### src/rtl/cpu_control_fsm_if.sv
// Control bundle between the multi-cycle sequencer and the 8-bit CPU datapath.
// The master side is the sequencer; the slave side is the datapath/decoder.
interface cpu_control_fsm_if #(
  parameter int CNT_W = 16
);
  // Decoder / ALU / memory status into the sequencer
  logic [3:0]       instr_Opcode;
  logic             Is_immediate;
  logic             eq_flag;
  logic             lt_flag;
  logic             mem_ready;
  logic             run;

  // Datapath enables out of the sequencer
  logic             pc_write;
  logic [1:0]       pc_src;
  logic             ir_hi_write;
  logic             ir_lo_write;
  logic             alu_src;
  logic             reg_write;
  logic             wb_sel;
  logic             mem_read;
  logic             mem_write;
  logic             halted;
  logic             fault;
  logic [2:0]       state;
  logic [CNT_W-1:0] retired_count;

  modport master (
    input  instr_Opcode, Is_immediate, eq_flag, lt_flag, mem_ready, run,
    output pc_write, pc_src, ir_hi_write, ir_lo_write, alu_src, reg_write,
           wb_sel, mem_read, mem_write, halted, fault, state, retired_count
  );

  modport slave (
    output instr_Opcode, Is_immediate, eq_flag, lt_flag, mem_ready, run,
    input  pc_write, pc_src, ir_hi_write, ir_lo_write, alu_src, reg_write,
           wb_sel, mem_read, mem_write, halted, fault, state, retired_count
  );
endinterface

### src/rtl/cpu_control_fsm.sv
// Multi-cycle control sequencer for the 8-bit CPU: two-byte fetch, decode,
// execute, memory and writeback, plus halt/resume, memory timeout and retire count.
module cpu_control_fsm #(
  parameter int MEM_WAIT_MAX = 15,
  parameter int CNT_W        = 16
) (
  input  logic               clk,
  input  logic               rst_n,
  cpu_control_fsm_if.master  bus
);

  typedef enum logic [2:0] {
    S_FETCH_HI  = 3'd0,
    S_FETCH_LO  = 3'd1,
    S_DECODE    = 3'd2,
    S_EXECUTE   = 3'd3,
    S_MEM       = 3'd4,
    S_WRITEBACK = 3'd5,
    S_HALT      = 3'd6
  } state_t;

  localparam logic [3:0] OP_ADDI = 4'h0;
  localparam logic [3:0] OP_ADD  = 4'h1;
  localparam logic [3:0] OP_LW   = 4'h2;
  localparam logic [3:0] OP_SUB  = 4'h3;
  localparam logic [3:0] OP_SUBI = 4'h4;
  localparam logic [3:0] OP_BEQ  = 4'h5;
  localparam logic [3:0] OP_BNE  = 4'h6;
  localparam logic [3:0] OP_SLT  = 4'h7;
  localparam logic [3:0] OP_SLTI = 4'h8;
  localparam logic [3:0] OP_JMP  = 4'h9;
  localparam logic [3:0] OP_SW   = 4'hA;
  localparam logic [3:0] OP_SRA  = 4'hB;
  localparam logic [3:0] OP_SLL  = 4'hC;
  localparam logic [3:0] OP_HLT  = 4'hD;
  localparam logic [3:0] OP_NAND = 4'hE;
  localparam logic [3:0] OP_BLT  = 4'hF;

  localparam logic [1:0] PC_INC    = 2'b00;
  localparam logic [1:0] PC_BRANCH = 2'b01;
  localparam logic [1:0] PC_JUMP   = 2'b10;

  // Last wait-count value that may still see mem_ready before the timeout fires.
  localparam logic [7:0] WAIT_LAST = 8'(MEM_WAIT_MAX - 1);

  state_t           state_q;
  state_t           state_d;
  logic             fault_q;
  logic [CNT_W-1:0] retired_q;
  logic [7:0]       wait_cnt_q;

  logic             retire;
  logic             set_fault;
  logic             mem_timeout;

  logic [3:0]       op;
  logic             op_alu;
  logic             op_lw;
  logic             op_sw;

  logic             pc_write;
  logic [1:0]       pc_src;
  logic             ir_hi_write;
  logic             ir_lo_write;
  logic             alu_src;
  logic             reg_write;
  logic             wb_sel;
  logic             mem_read;
  logic             mem_write;
  logic             halted;

  assign op     = bus.instr_Opcode;
  assign op_lw  = (op == OP_LW);
  assign op_sw  = (op == OP_SW);
  assign op_alu = op inside {OP_ADDI, OP_ADD, OP_SUB, OP_SUBI, OP_SLT,
                             OP_SLTI, OP_SRA, OP_SLL, OP_NAND};

  assign mem_timeout = (wait_cnt_q == WAIT_LAST) && !bus.mem_ready;

  // NOTE: every signal gets a default before the case so no path leaves one
  // unassigned; that is what keeps this block free of inferred latches.
  always_comb begin
    state_d     = state_q;
    pc_write    = 1'b0;
    pc_src      = PC_INC;
    ir_hi_write = 1'b0;
    ir_lo_write = 1'b0;
    alu_src     = 1'b0;
    reg_write   = 1'b0;
    wb_sel      = 1'b0;
    mem_read    = 1'b0;
    mem_write   = 1'b0;
    halted      = 1'b0;
    retire      = 1'b0;
    set_fault   = 1'b0;

    case (state_q)
      S_FETCH_HI: begin
        ir_hi_write = 1'b1;
        pc_write    = 1'b1;
        state_d     = S_FETCH_LO;
      end

      S_FETCH_LO: begin
        ir_lo_write = 1'b1;
        pc_write    = 1'b1;
        state_d     = S_DECODE;
      end

      S_DECODE: begin
        state_d = S_EXECUTE;
      end

      S_EXECUTE: begin
        alu_src = bus.Is_immediate;
        if (op_alu) begin
          state_d = S_WRITEBACK;
        end else if (op_lw || op_sw) begin
          state_d = S_MEM;
        end else if (op == OP_HLT) begin
          state_d = S_HALT;
          retire  = 1'b1;
        end else begin
          // Remaining opcodes are control transfers; they retire here.
          state_d = S_FETCH_HI;
          retire  = 1'b1;
          if (op == OP_JMP) begin
            pc_write = 1'b1;
            pc_src   = PC_JUMP;
          end else begin
            pc_src = PC_BRANCH;
            if (op == OP_BEQ)      pc_write = bus.eq_flag;
            else if (op == OP_BNE) pc_write = ~bus.eq_flag;
            else                   pc_write = bus.lt_flag;
          end
        end
      end

      S_MEM: begin
        mem_read  = op_lw;
        mem_write = op_sw;
        // A ready arriving on the final allowed cycle beats the timeout.
        if (bus.mem_ready) begin
          if (op_lw) begin
            state_d = S_WRITEBACK;
          end else begin
            state_d = S_FETCH_HI;
            retire  = 1'b1;
          end
        end else if (mem_timeout) begin
          state_d   = S_HALT;
          set_fault = 1'b1;
        end
      end

      S_WRITEBACK: begin
        reg_write = 1'b1;
        wb_sel    = op_lw;
        state_d   = S_FETCH_HI;
        retire    = 1'b1;
      end

      S_HALT: begin
        halted = 1'b1;
        if (bus.run && !fault_q) state_d = S_FETCH_HI;
      end

      default: begin
        state_d   = S_HALT;
        set_fault = 1'b1;
      end
    endcase
  end

  // NOTE: registers use non-blocking assignments so every flop samples the
  // pre-edge values, independent of statement order.
  always_ff @(posedge clk or negedge rst_n) begin
    if (!rst_n) begin
      state_q    <= S_FETCH_HI;
      fault_q    <= 1'b0;
      retired_q  <= '0;
      wait_cnt_q <= '0;
    end else begin
      state_q <= state_d;
      if (set_fault) fault_q <= 1'b1;
      if (retire)    retired_q <= retired_q + CNT_W'(1);
      // Counter idles at zero outside MEM, so it is already clear on entry.
      if (state_q == S_MEM && !bus.mem_ready) wait_cnt_q <= wait_cnt_q + 8'd1;
      else                                    wait_cnt_q <= '0;
    end
  end

  assign bus.pc_write      = pc_write;
  assign bus.pc_src        = pc_src;
  assign bus.ir_hi_write   = ir_hi_write;
  assign bus.ir_lo_write   = ir_lo_write;
  assign bus.alu_src       = alu_src;
  assign bus.reg_write     = reg_write;
  assign bus.wb_sel        = wb_sel;
  assign bus.mem_read      = mem_read;
  assign bus.mem_write     = mem_write;
  assign bus.halted        = halted;
  assign bus.fault         = fault_q;
  assign bus.state         = state_q;
  assign bus.retired_count = retired_q;

endmodule

### src/flat_wrapper.sv
// flat-port wrapper written by rule: the top's interface ports become plain ports
module cpu_control_fsm_flat 
#(
  parameter int MEM_WAIT_MAX = 15,
  parameter int CNT_W        = 16
)
  (clk, rst_n, bus_instr_Opcode, bus_Is_immediate, bus_eq_flag, bus_lt_flag, bus_mem_ready, bus_run, bus_pc_write, bus_pc_src, bus_ir_hi_write, bus_ir_lo_write, bus_alu_src, bus_reg_write, bus_wb_sel, bus_mem_read, bus_mem_write, bus_halted, bus_fault, bus_state, bus_retired_count);
  cpu_control_fsm_if #(.CNT_W(CNT_W)) bus_i ();
  input  logic clk;
  input  logic rst_n;
  input wire logic [$bits(bus_i.instr_Opcode)-1:0] bus_instr_Opcode;
  input wire logic [$bits(bus_i.Is_immediate)-1:0] bus_Is_immediate;
  input wire logic [$bits(bus_i.eq_flag)-1:0] bus_eq_flag;
  input wire logic [$bits(bus_i.lt_flag)-1:0] bus_lt_flag;
  input wire logic [$bits(bus_i.mem_ready)-1:0] bus_mem_ready;
  input wire logic [$bits(bus_i.run)-1:0] bus_run;
  output wire logic [$bits(bus_i.pc_write)-1:0] bus_pc_write;
  output wire logic [$bits(bus_i.pc_src)-1:0] bus_pc_src;
  output wire logic [$bits(bus_i.ir_hi_write)-1:0] bus_ir_hi_write;
  output wire logic [$bits(bus_i.ir_lo_write)-1:0] bus_ir_lo_write;
  output wire logic [$bits(bus_i.alu_src)-1:0] bus_alu_src;
  output wire logic [$bits(bus_i.reg_write)-1:0] bus_reg_write;
  output wire logic [$bits(bus_i.wb_sel)-1:0] bus_wb_sel;
  output wire logic [$bits(bus_i.mem_read)-1:0] bus_mem_read;
  output wire logic [$bits(bus_i.mem_write)-1:0] bus_mem_write;
  output wire logic [$bits(bus_i.halted)-1:0] bus_halted;
  output wire logic [$bits(bus_i.fault)-1:0] bus_fault;
  output wire logic [$bits(bus_i.state)-1:0] bus_state;
  output wire logic [$bits(bus_i.retired_count)-1:0] bus_retired_count;
  assign bus_i.instr_Opcode = bus_instr_Opcode;
  assign bus_i.Is_immediate = bus_Is_immediate;
  assign bus_i.eq_flag = bus_eq_flag;
  assign bus_i.lt_flag = bus_lt_flag;
  assign bus_i.mem_ready = bus_mem_ready;
  assign bus_i.run = bus_run;
  assign bus_pc_write = bus_i.pc_write;
  assign bus_pc_src = bus_i.pc_src;
  assign bus_ir_hi_write = bus_i.ir_hi_write;
  assign bus_ir_lo_write = bus_i.ir_lo_write;
  assign bus_alu_src = bus_i.alu_src;
  assign bus_reg_write = bus_i.reg_write;
  assign bus_wb_sel = bus_i.wb_sel;
  assign bus_mem_read = bus_i.mem_read;
  assign bus_mem_write = bus_i.mem_write;
  assign bus_halted = bus_i.halted;
  assign bus_fault = bus_i.fault;
  assign bus_state = bus_i.state;
  assign bus_retired_count = bus_i.retired_count;
  cpu_control_fsm #(.MEM_WAIT_MAX(MEM_WAIT_MAX), .CNT_W(CNT_W)) u_core (.clk(clk), .rst_n(rst_n), .bus(bus_i));
endmodule
### config.mk
export PLATFORM = sky130hd
export DESIGN_NAME = cpu_control_fsm_flat
export DESIGN_NICKNAME = d
export VERILOG_FILES = /design/src/rtl/cpu_control_fsm_if.sv /design/src/rtl/cpu_control_fsm.sv /design/src/flat_wrapper.sv
export SDC_FILE = /design/constraint.sdc
export NUM_CORES = 1
export LEC_CHECK = 0
export ABC_AREA = 1
export CORE_MARGIN = 2
export CORE_UTILIZATION = 45
export CTS_CLUSTER_SIZE = 25
export DETAILED_ROUTE_END_ITERATION = 7
export GPL_ROUTABILITY_DRIVEN = 0
export PLACE_DENSITY = 0.7
export SLEW_MARGIN = 20
export SYNTH_ARGS = -nofsm -noshare
export SYNTH_HDL_FRONTEND = slang
export SYNTH_SLANG_ARGS = --single-unit
### constraint.sdc
create_clock -name clk -period 2.3 [get_ports clk]
set_input_delay 0.46 -clock clk [delete_from_list [all_inputs] [get_ports clk]]
set_output_delay 0.46 -clock clk [all_outputs]
set_load 0.01 [all_outputs]
After elaboration in Yosys (flattened, before gate mapping):

Index checks and enable logic that the tools add are counted.

* bits in latches: 0
* input port bits: 11
* bits in writable memories: 0
* flip-flop bits (word level): 28
* output and inout port bits: 31
* bits in read-only memories: 0
* memories kept: 0

* equality and inequality tests: 23
* divide/modulo/power cells: 0
* bitwise logic cells: 1
* multipliers: 0
* shift operators: 0
* reductions and logical operators: 12
* order comparisons: 0
* mux-type cells: 37
* add/subtract/negate cells: 2

Operator list (number)
* 4-bit == test (second input constant): 7
* 3-bit two-way mux: 7
* 3-bit one-hot mux with 7 select lines: 1
* 1-bit two-way mux: 20
* 16-bit by 1-bit adder with 16-bit output (second input constant): 1
* 4-bit by 3-bit == test with 1-bit output (second input constant): 4
* 2-bit two-way mux: 5
* 3-bit == test (second input constant): 3
* 9-bit nonzero test: 1
* 8-bit by 1-bit adder with 8-bit output (second input constant): 1
* 4-bit by 2-bit == test with 1-bit output (second input constant): 2
* 8-bit by 4-bit == test with 1-bit output (second input constant): 1
* 8-bit two-way mux: 1
* 3-bit by 2-bit == test with 1-bit output (second input constant): 2
* 6-bit OR reduction: 1
* 4-bit by 1-bit == test with 1-bit output (second input constant): 1
* 4-bit logical NOT: 1
* 1-bit one-hot mux with 2 select lines: 2
* 3-bit by 1-bit == test with 1-bit output (second input constant): 1
* 1-bit logical AND: 3
* 3-bit logical NOT: 1
* 3-bit by 2-bit inequality test with 1-bit output (second input constant): 1
* 1-bit one-hot mux with 3 select lines: 1
* 1-bit logical NOT: 2
* other kinds (5): 5

Longest topological paths before layout:

* depth in word-level cells: 8
* mapped depth: 9
* depth with buffers taken out: 9

Least setup slack after synthesis:

OpenSTA, ideal clock, no wires.

* path kind: reg2out
* start point: register u_core.state_q[2], in the netlist u_core.bus.state[2]
* end point: output bus_pc_src[0]
* path buffers: 1
* data required time: 1840 ps
* cell stages (with the launch flop): 7
* setup slack: 469 ps
* arrival: 1371 ps
* cell sequence: dfrtp_1 inv_2 nand3_1 inv_2 nand3_4 buf_2 nor3b_2

* longest elaborated chain between the ends: 2

Ends and longest elaborated chain
* from (decl): line cpu_control_fsm.sv:46 `state_t state_q;`
* from (signal assigned): line cpu_control_fsm.sv:184 `state_q <= state_d;`
* 3-bit by 2-bit == test with 1-bit output: line cpu_control_fsm.sv:97 `case (state_q)`
* 2-bit two-way mux: line cpu_control_fsm.sv:97
* to (decl): line flat_wrapper.sv:18 `output wire logic [$bits(bus_i.pc_src)-1:0] bus_pc_src;`

Every way passes these cells.

Worst setup path in the final report:

* start point: register u_core.state_q[2], in the netlist u_core.bus.state[2]
* end point: output bus_alu_src

* longest elaborated chain between the ends: 2

Ends and longest elaborated chain
* 3-bit by 2-bit == test with 1-bit output: line cpu_control_fsm.sv:97
* 1-bit two-way mux: line cpu_control_fsm.sv:97
* to (decl): line flat_wrapper.sv:21 `output wire logic [$bits(bus_i.alu_src)-1:0] bus_alu_src;`

Every way passes these cells.

==> summary.txt <==
Clocking
  – Clock latency on the worst-skew pair: about 0.27 ns
  – CTS Buf Count: 3
  – Worst-path clk slew: around 0.090 ns
  – CTS Buffer Depth: 2
  – Clk sink count: 28
  – CTS tree: done
  – Post-CTS Setup Inserts: 0
  – CTS H-tree depth: 1
  – Clk Tree Root Cell: clkbuf_8

Yosys
  – Post-synthesis adder-cell area fraction: about 2%
  – Syn Nets: approximately 270
  – Sequential area share after synthesis: between 30% and 40%
  – XOR/XNOR share of the synthesized area: 5.28%
  – Avg Synthesized Cell Area: around 7.0 µm²
  – Post-synthesis mux area share: 0%
  – Main combinational cell family by area after synthesis: simple AND/OR/NAND/NOR gates
  – Yosys cell types: 29
  – Cells after Synth: 260
  – Synth Area in Compound Gates: under 10%
  – Synth Warn #: 0
  – #FFs+latches synth: 28
  – Post-synthesis simple-gate area fraction: roughly two fifths
  – Mapped Area: roughly 0.0018 mm²

Worst setup path
  – Slowest cell on the critical path: clkdlybuf4s50_1
  – Critical Path RT: ~1.8 ns
  – CP delay by family, top: buffers and inverters
  – Worst r2r path cells: 6
  – WP depth: 5
  – Crit path DAT: 1.71 ns
  – Worst Path Max Fanout: 7
  – CP bufs+invs: 3
  – CP Class: flop to output port
  – Crit. End Element: output port
  – Setup crit start kind: flop
  – Worst path cell trace: inv_2 -> nand3_1 -> buf_4 -> nor2_1 -> clkdlybuf4s50_1
  – Crit-path max cell delay: 0.55 ns

Floorplanning
  – Starting density of the core: 46.3%
  – Number of core rows: 23
  – Die W: 67.7 µm
  – DIE HEIGHT: 67.7 µm
  – DIE AREA: about 0.0046 mm²
  – Core Area: about 0.004 mm²
  – I/O Pins: 42

Power
  – Total power draw: between 0.8 and 0.9 mW
  – Maximum vdd drop: ~0.33 mV
  – Pwr Density: about 350 mW/mm²
  – Leak pwr: 1.17 nW

GRT
  – Largest net degree at the start of global routing: 29
  – First-pass GRT wire length: between 7000 and 8000 µm
  – Gr ovfl total: 0
  – Vias in the first global route: about 1,700
  – GRT Overall Usage: 21.1%
  – Initial antenna violation count: 0

Drt
  – Drt via density: 4.93
  – Wire per inst: roughly 12 µm
  – Number of vias in the routed layout: ~1,800
  – Drt pass-1 iters: 4
  – Routed WL: 4250 µm
  – First DRT Iteration DRCs: approximately 150
  – Post-route DRC: 0
  – Detail Route Antenna Nets: 0

Hold path
  – Hold path cells: 1
  – Worst Hold Class: flop to flop

Finish
  – Diodes inserted: 0
  – Filler cells: 383
  – Commonest non-fill, non-tap cells in the layout: nand2_1 (84), nand3_1 (32), clkdlybuf4s50_1 (31)
  – Layout cells sized above 1: roughly 11%
  – Design area: 0.00243 mm²
  – Area occupied by registers: 703 µm²
  – Final Core Density: between 60% and 70%
  – Multi-input logic area: roughly 1000 µm²
  – Nets: between 300 and 400
  – Area Overhead vs Synth: 33.3%
  – Most common cell after layout, fill and taps aside: nand2_1

Timing
  – Max transition margin: 76.2%
  – Final hold vios: 0
  – Slew @ Worst Pin: about 0.36 ns
  – Setup violators final: 0
  – Final period utilization: ~94%
  – Setup_tns: 0 ns
  – Final min period: around 2.2 ns
  – Fmax: around 460 MHz
  – RSZ-0062 raised after global routing: false
  – Layout Skew: 0.00942 ns
  – Fin. max-slew vios: 0

Job
  – Max-capacitance violation count: 0

Placed design
  – DP Area: 0.00238 mm²
  – Post-detail-place hpwl: about 3200 µm
  – I/O Buffers: slightly above 40

Status
  – Status: finished, final reports clean
## worst paths after layout
| kind | endpoint | slack, ns | from |
|---|---|---|---|
| max | bus_alu_src | 0.13 | u_core.bus.state[2] |
| max in group asynchronous | u_core.bus.state[1] | 1.45 | rst_n |
| max reg2reg | u_core.bus.state[1] | 0.81 | u_core.bus.state[1] |
| min in group asynchronous | u_core.bus.retired_count[13] | 0.55 | rst_n |
| min reg2reg | u_core.wait_cnt_q[2] | 0.49 | u_core.wait_cnt_q[2] |
| min | u_core.wait_cnt_q[2] | 0.49 | u_core.wait_cnt_q[2] |
## cell usage after synthesis
master,count,area (µm²)
nand2_1,84,315
nand3_1,32,160
nor2_1,32,120
dfrtp_1,28,701
inv_1,24,90.1
a21oi_1,7,35.0
nor3_1,7,35.0
xnor2_1,7,61.3
o21ai_0,6,30.0
inv_2,5,18.8
nand4_1,4,25.0
xor2_1,4,35.0
ha_1,3,37.5
nand2_2,2,12.5
a31oi_4,1,21.3
and3_1,1,6.26
buf_2,1,5.00
buf_4,1,7.51
buf_6,1,11.3
nand2_4,1,11.3
nand3_4,1,17.5
nand3b_1,1,7.51
nor2_2,1,6.26
nor2_4,1,11.3
nor3b_2,1,12.5
nor4_1,1,6.26
o211ai_1,1,7.51
o21bai_1,1,7.51
o221ai_1,1,8.76
## registers in the layout (all words and copies together), names as in the netlist
register,cells
u_core.bus.retired_count,16
u_core.wait_cnt_q,8
u_core.bus.state,3
u_core.bus.fault,1
## cells by family after synthesis
logic type      after synthesis
simple gates                169
buf+inv                      32
compound gates               17
flops                        28
fa+ha+maj                     3
xor+xnor                     11
## worst register-to-register path, stage by stage (launching register included)
cell and delay [ns]:
dfrtp_2 0.48, nor3_1 0.28, nand2_1 0.24, inv_1 0.18, a21oi_1 0.11, nand2_1 0.06
nand2_1 0.04
## through the flow
| stage | hold slack, ns | cells | setup slack [ns] |
|---|---|---|---|
| global route | 0.521 | 366 | 0.0230 |
| detailed placement | 0.476 | 362 | -0.305 |
| floorplan | 0.164 | 260 | 0.469 |
| finish | 0.488 | 366 | 0.132 |
| CTS | 0.491 | 366 | 0.0119 |
| global placement | 0.475 | 362 | -0.289 |
## cell type report
type                            count  share of cell area [%]
Inverter                           29                    4.48
Clock buffer                        4                    2.26
Timing Repair Buffer               55                    20.8
Sequential cell                    28                    28.9
Tap cell                           50                    2.57
Multi-Input combinational cell    200                    40.9
## routing by layer
metal  GRT usage (%)  routed length, µm
met5               0                  0
met4            4.59                 48
met3            3.00                123
met2            36.3               2090
met1            27.9               1980
## report_power, final
part	switching, mW	internal, mW
clock	0.153	0.153
combinational	0.0330	0.0275
sequential	0	0.492
total	0.186	0.673
## timing repair
action / 4_1_cts / 5_1_grt
setup endpoints to repair: 6 / 4
hold buffers: 0 / 0
resized for setup: 11 / 3
pin swaps: 0 / 0
No activity file was read; power rests on OpenSTA's default activity.
